===== src/rtl/sb_3320_line_follower.sv =====
// Line-follower decision stage: thresholds and debounces three ADC readings,
// then drives a follow/node/search FSM that produces a registered turn command.
module sb_3320_line_follower #(
  parameter logic [11:0] THRESH       = 12'd1500,
  parameter int unsigned DEBOUNCE     = 3,
  parameter int unsigned LOST_TIMEOUT = 50_000_000
) (
  input  logic        clk_50,
  input  logic        reset,
  input  logic        enable,
  input  logic        adc_valid,
  input  logic [11:0] adc_left,
  input  logic [11:0] adc_center,
  input  logic [11:0] adc_right,
  output logic [2:0]  turn,
  output logic        node_pulse,
  output logic [7:0]  node_count,
  output logic        lost
);

  typedef enum logic [2:0] {
    ST_IDLE   = 3'd0,
    ST_FOLLOW = 3'd1,
    ST_NODE   = 3'd2,
    ST_SEARCH = 3'd3,
    ST_HALT   = 3'd4
  } state_e;

  localparam logic [2:0] TURN_STOP    = 3'b000;
  localparam logic [2:0] TURN_FWD     = 3'b001;
  localparam logic [2:0] TURN_LEFT    = 3'b010;
  localparam logic [2:0] TURN_RIGHT   = 3'b011;
  localparam logic [2:0] TURN_EXTREME = 3'b100;

  localparam int unsigned TW = (LOST_TIMEOUT > 1) ? $clog2(LOST_TIMEOUT) : 1;
  localparam logic [TW-1:0] TIMER_LAST = TW'(LOST_TIMEOUT - 1);
  localparam logic [3:0]    DEB_THR    = 4'(DEBOUNCE);

  function automatic logic [3:0] sat_inc4(input logic [3:0] c);
    if (c == 4'hF) begin
      return c;
    end else begin
      return c + 4'd1;
    end
  endfunction

  // Steering decode for non-node, non-empty patterns seen while following.
  function automatic logic [2:0] follow_turn(input logic [2:0] pat);
    case (pat)
      3'b010, 3'b101: return TURN_FWD;
      3'b110, 3'b100: return TURN_LEFT;
      3'b011, 3'b001: return TURN_RIGHT;
      default:        return TURN_STOP;
    endcase
  endfunction

  state_e        state_q, state_d;
  logic [2:0]    cand_q, cand_d;
  logic [3:0]    cnt_q, cnt_d;
  logic [2:0]    stable_q, stable_d;
  logic [TW-1:0] timer_q, timer_d;
  logic [2:0]    turn_q, turn_d;
  logic          node_pulse_q, node_pulse_d;
  logic [7:0]    node_count_q, node_count_d;
  logic          lost_q, lost_d;

  logic [2:0]    samp_pat;
  logic [3:0]    cnt_next;

  // Threshold and debounce; independent of enable and FSM state.
  always_comb begin
    samp_pat = {adc_left > THRESH, adc_center > THRESH, adc_right > THRESH};
    cand_d   = cand_q;
    cnt_d    = cnt_q;
    stable_d = stable_q;
    cnt_next = cnt_q;
    if (adc_valid) begin
      if (samp_pat == cand_q) begin
        cnt_next = sat_inc4(cnt_q);
      end else begin
        cand_d   = samp_pat;
        cnt_next = 4'd1;
      end
      cnt_d = cnt_next;
      if (cnt_next >= DEB_THR) begin
        stable_d = samp_pat;
      end else begin
        stable_d = stable_q;
      end
    end else begin
      cnt_d = cnt_q;
    end
  end

  // FSM next state; outputs are computed for the edge that makes the transition.
  always_comb begin
    state_d      = state_q;
    timer_d      = '0;
    turn_d       = TURN_STOP;
    node_pulse_d = 1'b0;
    node_count_d = node_count_q;
    lost_d       = 1'b0;
    if (!enable) begin
      state_d = ST_IDLE;
    end else begin
      case (state_q)
        ST_IDLE: begin
          state_d = ST_FOLLOW;
        end
        ST_FOLLOW: begin
          case (stable_q)
            3'b111: begin
              state_d      = ST_NODE;
              turn_d       = TURN_FWD;
              node_pulse_d = 1'b1;
              node_count_d = node_count_q + 8'd1;
            end
            3'b000: begin
              state_d = ST_SEARCH;
              turn_d  = TURN_EXTREME;
            end
            default: begin
              turn_d = follow_turn(stable_q);
            end
          endcase
        end
        ST_NODE: begin
          turn_d = TURN_FWD;
          if (stable_q != 3'b111) begin
            state_d = ST_FOLLOW;
          end else begin
            state_d = ST_NODE;
          end
        end
        ST_SEARCH: begin
          turn_d = TURN_EXTREME;
          // A reappearing line beats a timeout landing on the same cycle.
          if (stable_q != 3'b000) begin
            state_d = ST_FOLLOW;
          end else if (timer_q == TIMER_LAST) begin
            state_d = ST_HALT;
            turn_d  = TURN_STOP;
            lost_d  = 1'b1;
          end else begin
            timer_d = timer_q + TW'(1);
          end
        end
        ST_HALT: begin
          lost_d = 1'b1;
        end
        default: begin
          state_d = ST_IDLE;
        end
      endcase
    end
  end

  // State and output registers with synchronous reset.
  always_ff @(posedge clk_50) begin
    if (reset) begin
      state_q      <= ST_IDLE;
      cand_q       <= 3'b010;
      cnt_q        <= 4'd0;
      stable_q     <= 3'b010;
      timer_q      <= '0;
      turn_q       <= TURN_STOP;
      node_pulse_q <= 1'b0;
      node_count_q <= 8'd0;
      lost_q       <= 1'b0;
    end else begin
      state_q      <= state_d;
      cand_q       <= cand_d;
      cnt_q        <= cnt_d;
      stable_q     <= stable_d;
      timer_q      <= timer_d;
      turn_q       <= turn_d;
      node_pulse_q <= node_pulse_d;
      node_count_q <= node_count_d;
      lost_q       <= lost_d;
    end
  end

  assign turn       = turn_q;
  assign node_pulse = node_pulse_q;
  assign node_count = node_count_q;
  assign lost       = lost_q;

endmodule


===== config.mk =====
export PLATFORM = sky130hd
export DESIGN_NAME = sb_3320_line_follower
export DESIGN_NICKNAME = d
export VERILOG_FILES = /design/src/rtl/sb_3320_line_follower.sv
export SDC_FILE = /design/constraint.sdc
export NUM_CORES = 1
export LEC_CHECK = 0
export CAP_MARGIN = 15
export CORE_MARGIN = 2
export CORE_UTILIZATION = 46
export DETAILED_ROUTE_END_ITERATION = 7
export GPL_ROUTABILITY_DRIVEN = 1
export HOLD_SLACK_MARGIN = 0.03
export PLACE_DENSITY_LB_ADDON = 0.15
export SLEW_MARGIN = 5
export SYNTH_ARGS = -nofsm -noshare
export SYNTH_HDL_FRONTEND = slang
export SYNTH_SLANG_ARGS = --single-unit

===== constraint.sdc =====
create_clock -name clk_50 -period 2.1 [get_ports clk_50]
set_input_delay 0.315 -clock clk_50 [delete_from_list [all_inputs] [get_ports clk_50]]
set_output_delay 0.315 -clock clk_50 [all_outputs]
set_load 0.01 [all_outputs]

==> impl_metrics.yaml, run 1 <==
routing:
  drc: 0
  wire_per_inst_um: 11.9
  drt_pass1_iterations: 4
  vias: 2291
  ant_nets: 0
  wirelength_um: 5180
  drt-initial-drc-count: 66
  vias_per_cell: 5.25
global_routing:
  grtUsageTotal: 0.175
  grt_start_max_net_pins: 23
  grt_pass1_vias: 2134
  antenna_found_initial: 0
  grt_overflow: 0
  grt_first_pass_wirelength_um: 8920
setup_path:
  cp_data_arrival_time_ps: 2210
  max_stage_delay_ps: 520
  worstSetupStartpointType: "input port"
  required_ps: 2300
  critical_path.top_delay_family: "compound AO/OA/AOI/OAI gates"
  cp_max_fo: 3
  path_class: "input port to register"
  setup.worst_path.end_class: "register"
  slowest_stage: "or4_1"
  cp_num_buf_inv: 1
  crit_chain: "clkdlybuf4s50_1 > a311oi_2 > a211oi_2 > xor2_1 > a2111o_1 > or4_1 > o31a_1"
die:
  initial_core_util: 0.469
  core_area_sq_mm: 0.00541
  rows: 27
  dieHeight_um: 78.3
  pin_count: 53
  die_area_sq_mm: 0.00613
  fp.dieW_um: 78.3
pwr:
  ir_drop_v: 0.000266
  p_leak_uw: 0.00139
  switching_share: 0.225
  power_density_mw_per_mm2: 511
  clkPwrFrac: 0.329
  pwr-share-comb: 0.103
  p_switching_uw: 399
  power_frac_seq: 0.568
  p_int_uw: 1370
sta:
  rsz0062_at_grt: "no"
  tightest_slew_ps: 358
  fmax_ghz: 0.498
  layout_min_cycle_time_ps: 2010
  finalSetupTns_ps: 0
  finalClockSkew_ps: 9.23
  final-hold-violation-count: 0
  hold_slack_ps: 469
  fin_ws_ps: 90.9
  slew_headroom: 0.761
  finalMaxSlewViolations: 0
  fin_crit_sh: 0.957
  setup_viol: 0
cts:
  cts_tree: "built"
  clk_path_buf_depth: 2
  cts_hold_buf: 0
  cts_sinks: 52
  cts_max_level: 2
  path_clk_slew_ps: 90
  numCtsBuffers: 5
  clk-insertion-delay-late_ps: 300
  clockRootBuffer: "clkbuf_8"
finish:
  fill_cells: 477
  layout-drive-gt1-share: 0.115
  antenna_cells: 0
  nNetsFinal: 406
  syn2layout_area_growth_pct: 36.6
placed_design:
  dp_hpwl_um: 3830
  pre_cts_ws_ps: -346
  finalWeightedCongestion: 0.801
  io_buffer_count: 52
synth:
  synth_async_sr_flop_share: 0
  synth_ff_type: "dfxtp_1"
  synth-seq-cells: 52
  synth_nets: 340
  ys_warn_count: 0
  netlist_area_sq_mm: 0.00254
  syn_area_per_cell_sq_um: 8.54
  netlist_instances: 297
  synth_edf_count: 0
  synth_cell_types: 49
  seq_area_frac_synth: 0.410
status:
  status: "completed"
min_path:
  min_path_type: "register to register"
run:
  cap_viol_max_count: 0
==> placed cells by master, fill, tap and decap left out, types with 2 or more instances in the layout <==
cell / synthesis / layout
clkdlybuf4s50_1: 0 / 22
o2111ai_2: 0 / 2
nor3_1: 13 / 11
or4_1: 3 / 3
buf_4: 2 / 13
a21oi_1: 13 / 11
a311oi_2: 0 / 2
clkbuf_8: 0 / 6
nand3_1: 15 / 15
a211oi_1: 4 / 3
a21oi_2: 0 / 2
o31ai_1: 3 / 2
o21ai_0: 5 / 5
nor4_1: 2 / 2
inv_1: 4 / 4
xnor2_1: 15 / 15
mux2_2: 2 / 2
nor2_1: 54 / 54
nor3_2: 0 / 2
or3_1: 2 / 2
dlygate4sd2_1: 0 / 4
and4_1: 4 / 4
dlymetal6s2s_1: 0 / 26
nand2_1: 18 / 18
nand4_1: 10 / 10
xor2_1: 19 / 19
and2_1: 2 / 2
a211o_1: 2 / 2
ha_1: 3 / 3
and3_1: 7 / 7
nand2b_1: 5 / 4
dfxtp_1: 52 / 52
nor2b_1: 8 / 8
==> state kept, by name (all words and copies together) (netlist names) <==
name	flops
cand_q	3
timer_q	26
node_count	8
stable_q	3
state_q	3
lost	1
turn	3
node_pulse	1
cnt_q	4
==> worst reg2reg max path: cells and delay by family (launching register included) <==
| family | cells | cell delay (ps) |
|---|---|---|
| buffers and inverters | 1 | 170 |
| flip-flops | 1 | 410 |
| AND/OR/NAND/NOR | 5 | 1200 |
==> synthesized netlist by cell type, drive strengths merged (3+ instances only) <==
master / n / area [sq um]
nor3: 13 / 65.1
nor2b: 8 / 50.1
clkbuf: 5 / 18.8
nor4: 3 / 25.0
nand4: 10 / 62.6
nand2b: 5 / 31.3
nor2: 54 / 203
and3: 7 / 43.8
and4: 4 / 35.0
nand3: 15 / 75.1
dfxtp: 52 / 1040
nand2: 18 / 67.6
ha: 3 / 37.5
xnor2: 15 / 131
buf: 3 / 20.0
inv: 4 / 15.0
o21ai: 6 / 30.0
o31ai: 3 / 22.5
a21oi: 13 / 65.1
xor2: 19 / 166
a211oi: 4 / 30.0
or4: 3 / 22.5
==> power groups by stage <==
stage	clock network (uW)	logic, uW	registers, uW
2_1_floorplan	0	65.9	1030
3_3_place_gp	0	174	1030
3_5_place_dp	0	176	1030
4_1_cts	607	175	1010
5_1_grt	636	200	1010
6_report	583	183	1010
==> per-stage QoR <==
| step | cell area (sq um) | util | cells | power, uW |
|---|---|---|---|---|
| floorplan | 2540 | - | 297 | 1090 |
| global placement | 3230 | 0.598 | 428 | 1200 |
| detailed placement | 3230 | 0.598 | 428 | 1200 |
| CTS | 3330 | 0.616 | 436 | 1790 |
| global route | 3470 | 0.641 | 436 | 1840 |
| finish | 3470 | 0.641 | 436 | 1770 |
==> what timing repair did <==
item	CTS	global route
resized for setup	5	39
setup buffers	0	0
pin swaps	3	9
setup endpoints to repair	2	3
==> logic make-up after synthesis <==
group                      share of synthesized area
xor gates and xnor gates                       0.117
DFF                                            0.410
adders and majority gates                     0.0148
buffers and inverters                         0.0212
AOI/OAI and AO/OA                              0.119
and+or+nand+nor                                0.309
muxes                                        0.00888
==> layout make-up <==
cell class | count | area (sq um) | area share
Multi-Input combinational cell | 233 | 1520 | 0.438
Inverter | 4 | 15.0 | 0.00433
Clock buffer | 7 | 86.3 | 0.0249
Sequential cell | 52 | 1040 | 0.300
Clock inverter | 1 | 7.51 | 0.00217
Timing Repair Buffer | 67 | 709 | 0.205
Tap cell | 72 | 90.1 | 0.0260
==> layer usage <==
metal | part of all wire | global-route usage | vias to the layer above
met3 | 0.045 | 0.0368 | 6
met2 | 0.48 | 0.315 | 55
met5 | 0 | 0 | -
met1 | 0.47 | 0.212 | 1044
li1 | - | - | 1186
met4 | 0.011 | 0.0474 | 0
==> path summary, 6_finish.rpt <==
check / from / to / slack (ps) / cells past startpoint
worst max-delay path: adc_center[6] / stable_q[1] / 90 / 7
worst min register to register: timer_q[0] / timer_q[0] / 470 / 1
worst min-delay path: timer_q[0] / timer_q[0] / 470 / 1
worst max register to register: timer_q[5] / timer_q[6] / 230 / 6
Note: power is estimated with default switching activity, not from simulation.
==> run 2, diff against run 1 <==
--- a/config.mk
+++ b/config.mk
@@ -10,7 +10,6 @@
 export CORE_UTILIZATION = 46
 export DETAILED_ROUTE_END_ITERATION = 7
 export GPL_ROUTABILITY_DRIVEN = 1
-export HOLD_SLACK_MARGIN = 0.03
 export PLACE_DENSITY_LB_ADDON = 0.15
 export SLEW_MARGIN = 5
 export SYNTH_ARGS = -nofsm -noshare
==> results of run 2 <==
Same layout as run 1: the final DEF is identical, and so are final timing and power.
